## src/rtl/pio_sequencer.sv

```systemverilog
// pio_sequencer: owns the command port of one pio instance.
// Streams the instruction ROM and the config ROM into the pio after reset or on start.
// In RUN it arbitrates host TX pushes against round-robin RX pulls from the four state machines.
// Optional build macro PIO_SEQ_VERIFY_EN adds the prog_crc output (CRC-16/CCITT of loaded words).
module pio_sequencer #(
    parameter int unsigned PROG_LEN   = 32,
    parameter int unsigned CONF_LEN   = 4,
    parameter logic [3:0]  ACT_LOAD   = 4'd1,
    parameter logic [3:0]  ACT_PUSH   = 4'd4,
    parameter logic [3:0]  ACT_PULL   = 4'd5,
    parameter int unsigned PULL_LAT   = 1,
    parameter bit          AUTO_START = 1'b1
) (
    input  logic        clk,
    input  logic        reset,
    input  logic        start,
    output logic [4:0]  prog_addr,
    input  logic [15:0] prog_data,
    output logic [4:0]  conf_addr,
    input  logic [37:0] conf_data,
    output logic [31:0] din,
    output logic [4:0]  index,
    output logic [3:0]  action,
    output logic [1:0]  mindex,
    input  logic [31:0] dout,
    input  logic [3:0]  tx_full,
    input  logic [3:0]  rx_empty,
    input  logic        tx_valid,
    output logic        tx_ready,
    input  logic [1:0]  tx_sm,
    input  logic [31:0] tx_data,
    output logic        rx_valid,
    input  logic        rx_ready,
    output logic [1:0]  rx_sm,
    output logic [31:0] rx_data,
    output logic        busy,
`ifdef PIO_SEQ_VERIFY_EN
    output logic [15:0] prog_crc,
`endif
    output logic        running
);

    typedef enum logic [2:0] {IDLE, LOAD_PROG, LOAD_CONF, RUN, ABORT} state_t;

    localparam logic [4:0] PROG_LAST = 5'(PROG_LEN - 1);
    localparam logic [4:0] CONF_LAST = (CONF_LEN > 0) ? 5'(CONF_LEN - 1) : 5'd0;

    state_t      state;
    state_t      state_next;
    logic        auto_pending;

    // ROM read side: rd_* is the address presented this cycle, pipe_* is the word arriving now
    logic [4:0]  rd_idx;
    logic        rd_act;
    logic [4:0]  rd_last;
    logic [4:0]  pipe_idx;
    logic        pipe_valid;
    logic        entering_load;

    logic [PULL_LAT:0] pull_sh;
    logic [1:0]        pull_sm_sh [PULL_LAT+1];
    logic              inflight;

    logic        hold_valid;
    logic [31:0] hold_data;
    logic [1:0]  hold_sm;

    logic [1:0]  last_pulled;
    logic        grant_pull;
    logic        pull_cand;
    logic [1:0]  cand_sm;
    logic [1:0]  scan_sm;
    logic        push_base;
    logic        push_fire;
    logic        pull_fire;

    logic [3:0]  act_d;
    logic [31:0] din_d;
    logic [4:0]  index_d;
    logic [1:0]  mindex_d;

    assign inflight      = |pull_sh;
    assign rd_last       = (state == LOAD_CONF) ? CONF_LAST : PROG_LAST;
    assign entering_load = (state_next != state) &&
                           ((state_next == LOAD_PROG) || (state_next == LOAD_CONF));
    assign rx_valid      = hold_valid;
    assign rx_data       = hold_data;
    assign rx_sm         = hold_sm;

    // state register; auto_pending makes the first edge after reset release start a load
    always_ff @(posedge clk or posedge reset) begin
        if (reset) begin
            state        <= IDLE;
            auto_pending <= AUTO_START;
        end else begin
            state        <= state_next;
            auto_pending <= 1'b0;
        end
    end

    // next-state decode
    always_comb begin
        state_next = state;
        case (state)
            IDLE:      if (start || auto_pending) state_next = LOAD_PROG;
            LOAD_PROG: if (pipe_valid && (pipe_idx == PROG_LAST))
                           state_next = (CONF_LEN == 0) ? RUN : LOAD_CONF;
            LOAD_CONF: if (pipe_valid && (pipe_idx == CONF_LAST)) state_next = RUN;
            RUN:       if (start) state_next = inflight ? ABORT : LOAD_PROG;
            ABORT:     if (!inflight) state_next = LOAD_PROG;
            default:   state_next = IDLE;
        endcase
    end

    // ROM address sequencing for both load phases, with a one-cycle data pipeline behind it
    always_ff @(posedge clk or posedge reset) begin
        if (reset) begin
            rd_idx     <= '0;
            rd_act     <= 1'b0;
            pipe_idx   <= '0;
            pipe_valid <= 1'b0;
        end else begin
            pipe_valid <= rd_act;
            pipe_idx   <= rd_idx;
            if (entering_load) begin
                rd_idx <= '0;
                rd_act <= 1'b1;
            end else if (rd_act) begin
                if (rd_idx == rd_last) rd_act <= 1'b0;
                else                   rd_idx <= rd_idx + 5'd1;
            end
        end
    end

    // round-robin scan for the first non-empty RX FIFO after the last one pulled
    always_comb begin
        pull_cand = 1'b0;
        cand_sm   = '0;
        scan_sm   = '0;
        if ((state == RUN) && !start && !hold_valid && !inflight) begin
            for (int unsigned i = 1; i <= 4; i++) begin
                scan_sm = last_pulled + 2'(i);
                if (!pull_cand && !rx_empty[scan_sm]) begin
                    pull_cand = 1'b1;
                    cand_sm   = scan_sm;
                end
            end
        end
    end

    // output decode: status, ROM addresses, push/pull arbitration and the next command
    always_comb begin
        busy      = (state == LOAD_PROG) || (state == LOAD_CONF);
        running   = (state == RUN);
        prog_addr = (state == LOAD_PROG) ? rd_idx : '0;
        conf_addr = (state == LOAD_CONF) ? rd_idx : '0;
        push_base = (state == RUN) && !start && !tx_full[tx_sm] && !inflight;
        tx_ready  = push_base && (!grant_pull || !pull_cand);
        push_fire = tx_valid && tx_ready;
        pull_fire = pull_cand && !push_fire;
        act_d     = '0;
        din_d     = '0;
        index_d   = '0;
        mindex_d  = '0;
        case (state)
            LOAD_PROG: if (pipe_valid) begin
                act_d   = ACT_LOAD;
                index_d = pipe_idx;
                din_d   = {16'h0000, prog_data};
            end
            LOAD_CONF: if (pipe_valid) begin
                act_d    = conf_data[35:32];
                mindex_d = conf_data[37:36];
                din_d    = conf_data[31:0];
                index_d  = pipe_idx;
            end
            RUN: begin
                if (push_fire) begin
                    act_d    = ACT_PUSH;
                    mindex_d = tx_sm;
                    din_d    = tx_data;
                end else if (pull_fire) begin
                    act_d    = ACT_PULL;
                    mindex_d = cand_sm;
                end
            end
            default: ;
        endcase
    end

    // registered command port; action falls back to 0 whenever nothing is issued
    always_ff @(posedge clk or posedge reset) begin
        if (reset) begin
            action <= '0;
            din    <= '0;
            index  <= '0;
            mindex <= '0;
        end else begin
            action <= act_d;
            din    <= din_d;
            index  <= index_d;
            mindex <= mindex_d;
        end
    end

    // grant pointer flips to the other requester after each service; remembers last pulled sm
    always_ff @(posedge clk or posedge reset) begin
        if (reset) begin
            grant_pull  <= 1'b0;
            last_pulled <= '0;
        end else begin
            if (push_fire)      grant_pull <= 1'b1;
            else if (pull_fire) grant_pull <= 1'b0;
            if (pull_fire) last_pulled <= cand_sm;
        end
    end

    // pull latency tracker and RX holding register (survives reloads)
    always_ff @(posedge clk or posedge reset) begin
        if (reset) begin
            pull_sh    <= '0;
            for (int unsigned i = 0; i <= PULL_LAT; i++) pull_sm_sh[i] <= '0;
            hold_valid <= 1'b0;
            hold_data  <= '0;
            hold_sm    <= '0;
        end else begin
            pull_sh       <= {pull_sh[PULL_LAT-1:0], pull_fire};
            pull_sm_sh[0] <= cand_sm;
            for (int unsigned i = 1; i <= PULL_LAT; i++) pull_sm_sh[i] <= pull_sm_sh[i-1];
            if (pull_sh[PULL_LAT]) begin
                hold_valid <= 1'b1;
                hold_data  <= dout;
                hold_sm    <= pull_sm_sh[PULL_LAT];
            end else if (hold_valid && rx_ready) begin
                hold_valid <= 1'b0;
            end
        end
    end

`ifdef PIO_SEQ_VERIFY_EN
    logic [15:0] crc_run;

    function automatic logic [15:0] crc16_step(input logic [15:0] crc, input logic [15:0] data);
        logic [15:0] c;
        c = crc;
        for (int unsigned i = 0; i < 16; i++) begin
            if (c[15] ^ data[15-i]) c = {c[14:0], 1'b0} ^ 16'h1021;
            else                    c = {c[14:0], 1'b0};
        end
        return c;
    endfunction

    // running CRC over each ACT_LOAD word; published when LOAD_PROG completes
    always_ff @(posedge clk or posedge reset) begin
        if (reset) begin
            crc_run  <= 16'hFFFF;
            prog_crc <= '0;
        end else if ((state != LOAD_PROG) && (state_next == LOAD_PROG)) begin
            crc_run <= 16'hFFFF;
        end else if ((state == LOAD_PROG) && pipe_valid) begin
            crc_run <= crc16_step(crc_run, prog_data);
            if (state_next != LOAD_PROG) prog_crc <= crc16_step(crc_run, prog_data);
        end
    end
`endif

endmodule

```

## config.mk

```make
export PLATFORM = sky130hd
export DESIGN_NAME = pio_sequencer
export DESIGN_NICKNAME = d
export VERILOG_FILES = /design/src/rtl/pio_sequencer.sv
export SDC_FILE = /design/constraint.sdc
export NUM_CORES = 1
export LEC_CHECK = 0
export ABC_AREA = 1
export CAP_MARGIN = 15
export CORE_MARGIN = 2
export CORE_UTILIZATION = 36
export DETAILED_ROUTE_END_ITERATION = 12
export PLACE_DENSITY = 0.83
export REMOVE_ABC_BUFFERS = 1
export SLEW_MARGIN = 10
export SYNTH_ARGS = -nofsm -noshare
export SYNTH_HDL_FRONTEND = slang
export SYNTH_SLANG_ARGS = --single-unit
export TNS_END_PERCENT = 5
```

## constraint.sdc

```tcl
create_clock -name clk -period 3.15 [get_ports clk]
set_input_delay 0.4725 -clock clk [delete_from_list [all_inputs] [get_ports clk]]
set_output_delay 0.4725 -clock clk [all_outputs]
set_load 0.01 [all_outputs]
```

==> flow_metrics.py <==
metrics = {
    "status": {
        "status": "finished, final reports clean",
    },
    "synth": {
        "ys_seq_area_share_pct": 57.5,
        "async_flop_share_pct": 100,
        "ys.flop_type": "dfrtp_1",
        "syn_inst": 513,
        "synth_cell_types": 36,
        "synthesis.area_sq_mm": 0.00448,
        "synth_warnings": 0,
        "ys_ff_latch": 103,
        "avgSynthCellArea_sq_um": 8.74,
        "synth_edf_count": 0,
    },
    "sta": {
        "timing.final.max_slew_violations": 0,
        "post-route-period-util_pct": 84.6,
        "rsz0062_at_grt": "no",
        "worst_slack_ps": 484,
        "finalSetupViolations": 0,
        "max_freq_mhz": 375,
        "timing.final.hold_violations": 0,
        "worstMarginPinSlew_ps": 1070,
        "slew_headroom_pct": 28.4,
        "worst_clock_skew_ps": 9.85,
        "min_period_ps": 2670,
    },
    "clock_tree": {
        "cts_tree": "yes",
        "cts_buffers": 9,
        "path_clk_slew_ps": 60,
        "clock-root-buffer": "clkbuf_16",
        "clock_latency_ps": 340,
        "cts_sinks": 103,
        "htreeDepth": 3,
        "cts_hold_buf": 0,
        "cts_resized": 0,
        "cts_buffer_depth": 2,
        "postCtsSetupBuffers": 0,
    },
    "global_routing": {
        "grt_pass1_wl_mm": 19.3,
        "gr-total-overflow": 0,
        "grt_pass1_vias": 3920,
        "grt_max_degree": 48,
        "grt_use_total_pct": 18.6,
        "grt_antenna_before_repair": 0,
    },
    "route": {
        "drt_pre_antenna_iters": 4,
        "wl_mm": 12.6,
        "postRouteAntennaNets": 0,
        "drc_errors": 0,
        "via_per_inst": 4.49,
        "drtIter0Drc": 185,
        "via_count": 4093,
        "routedWlPerCell_um": 13.8,
    },
    "layout": {
        "n_fill_cell": 1065,
        "register_area_sq_mm": 0.00258,
        "final_cell_mix": "nand2_1, clkdlybuf4s50_1, dfrtp_1",
        "layout_commonest_cell": "nand2_1",
        "multi_input_area_sq_mm": 0.00167,
        "layout-drive-gt1-share_pct": 7.67,
        "fin_util_pct": 59.4,
        "antenna_cells": 0,
        "num-nets-final": 875,
        "area_growth_pct": 59.7,
        "fin_cells": 911,
        "final_area_sq_mm": 0.00716,
    },
    "placement": {
        "place.gp.congestion": 0.819,
        "place_area_sq_mm": 0.00687,
        "io_buffers": 223,
        "dp.cells": 895,
        "post-place-ws_ps": 481,
        "dpl.hpwl_mm": 9.50,
    },
    "power_and_ir_drop": {
        "p_leak_uw": 0.00332,
        "power_density_mw_per_mm2": 482,
        "vdd_drop_max_mv": 0.285,
    },
    "critical_path": {
        "cp-start-kind": "input port",
        "crit_required_ps": 2680,
        "max_stage_delay_ps": 530,
        "slowest_stage": "clkdlybuf4s50_1",
        "cp.depth": 8,
        "worstRegToRegCells": 7,
        "crit_type": "in2out",
        "cp-end-kind": "primary output",
        "critical-path-top-delay-family": "buffers and inverters",
        "crit_chain": "clkdlybuf4s50_1 -> inv_1 -> o21ai_0 -> o21ai_0 -> nor2_4 -> nand2_1 -> inv_1 -> clkdlybuf4s50_1",
        "crit_buf_inv": 4,
        "cp_data_arrival_time_ps": 2190,
        "cp_max_fo": 5,
    },
    "job": {
        "cap_violations": 0,
    },
    "floorplan": {
        "io_pins": 224,
        "die_x_um": 116,
        "die_y_um": 116,
        "start_util_pct": 37.2,
        "core_area_sq_mm": 0.0121,
        "num_rows": 40,
        "die-area_sq_mm": 0.0134,
    },
    "hold_path": {
        "hold_depth": 0,
        "min_path_type": "reg2reg",
    },
}
==> state kept, by name (all words and copies together) (netlist names) <==
register,cells
pipe_valid,1
rx_data,32
last_pulled,2
pull_sm_sh,4
mindex,2
rx_valid,1
pull_sh,2
auto_pending,1
rd_act,1
rd_idx,5
din,32
pipe_idx,5
action,4
state,3
rx_sm,2
grant_pull,1
index,5
==> where the power goes <==
part	leakage, uW	internal (uW)	switching [uW]
Combinational	0.00196	461	386
Clock	0.000142	599	471
Sequential	0.00122	1460	69.8
==> logic make-up after synthesis <==
family / Yosys count / share of synthesized area [%]
AO/OA/AOI/OAI: 19 / 2.82
XOR/XNOR: 4 / 0.782
adder cells (fa/ha/maj): 4 / 1.12
buffers and inverters: 49 / 5.30
flip-flops: 103 / 57.5
other: 1 / 0.0837
AND/OR/NAND/NOR: 333 / 32.4
==> layout make-up <==
| type | count | share of cell area (%) |
|---|---|---|
| multi-input combinational | 361 | 23.3 |
| clock inverter | 3 | 0.245 |
| timing repair buffer | 229 | 31.8 |
| clock buffer | 13 | 3.77 |
| sequential | 103 | 36.0 |
| tap | 168 | 2.94 |
| inverter | 34 | 1.96 |
==> layer usage <==
| metal | global-route usage (%) | vias up | part of all wire [%] |
|---|---|---|---|
| met3 | 3.45 | 19 | 5.0 |
| li1 | - | 2024 | - |
| met4 | 6.59 | 0 | 2.1 |
| met2 | 31.4 | 114 | 50 |
| met5 | 0 | - | 0 |
| met1 | 23.9 | 1936 | 43 |
==> cell usage after synthesis (2+ instances only) <==
master,number,area [sq um]
a21oi_1,5,25.0
buf_6,2,22.5
clkbuf_1,9,33.8
clkinv_1,2,7.51
dfrtp_1,102,2550
ha_1,4,50.1
inv_1,28,105
inv_2,2,7.51
inv_6,2,17.5
nand2_1,239,897
nand2_2,15,93.8
nand3_1,23,115
nand3_2,6,60.1
nand3_4,2,35.0
nand4_1,5,31.3
nor2_1,31,116
nor2_4,3,33.8
nor3_1,4,20.0
o21ai_0,9,45.0
xor2_1,4,35.0
==> metrics by stage <==
stage	TNS (ps)	hold slack, ps	total power, uW
final	0	348	3450
after global routing	0	355	3620
after CTS	0	349	3480
after detailed placement	0	335	2410
after global placement	0	335	2390
after floorplan	-2520	331	1900
==> worst paths after layout <==
path	start	to	slack [ps]
hold reg to reg	pull_sm_sh[2]	pull_sm_sh[0]	350
hold / removal	pull_sm_sh[2]	pull_sm_sh[0]	350
setup reg to reg	state[1]	action[0]	830
setup / recovery	tx_sm[0]	tx_ready	480
min in group asynchronous	reset	din[16]	550
max in group asynchronous	reset	rx_data[23]	1760
Note: power is estimated with default switching activity, not from simulation.
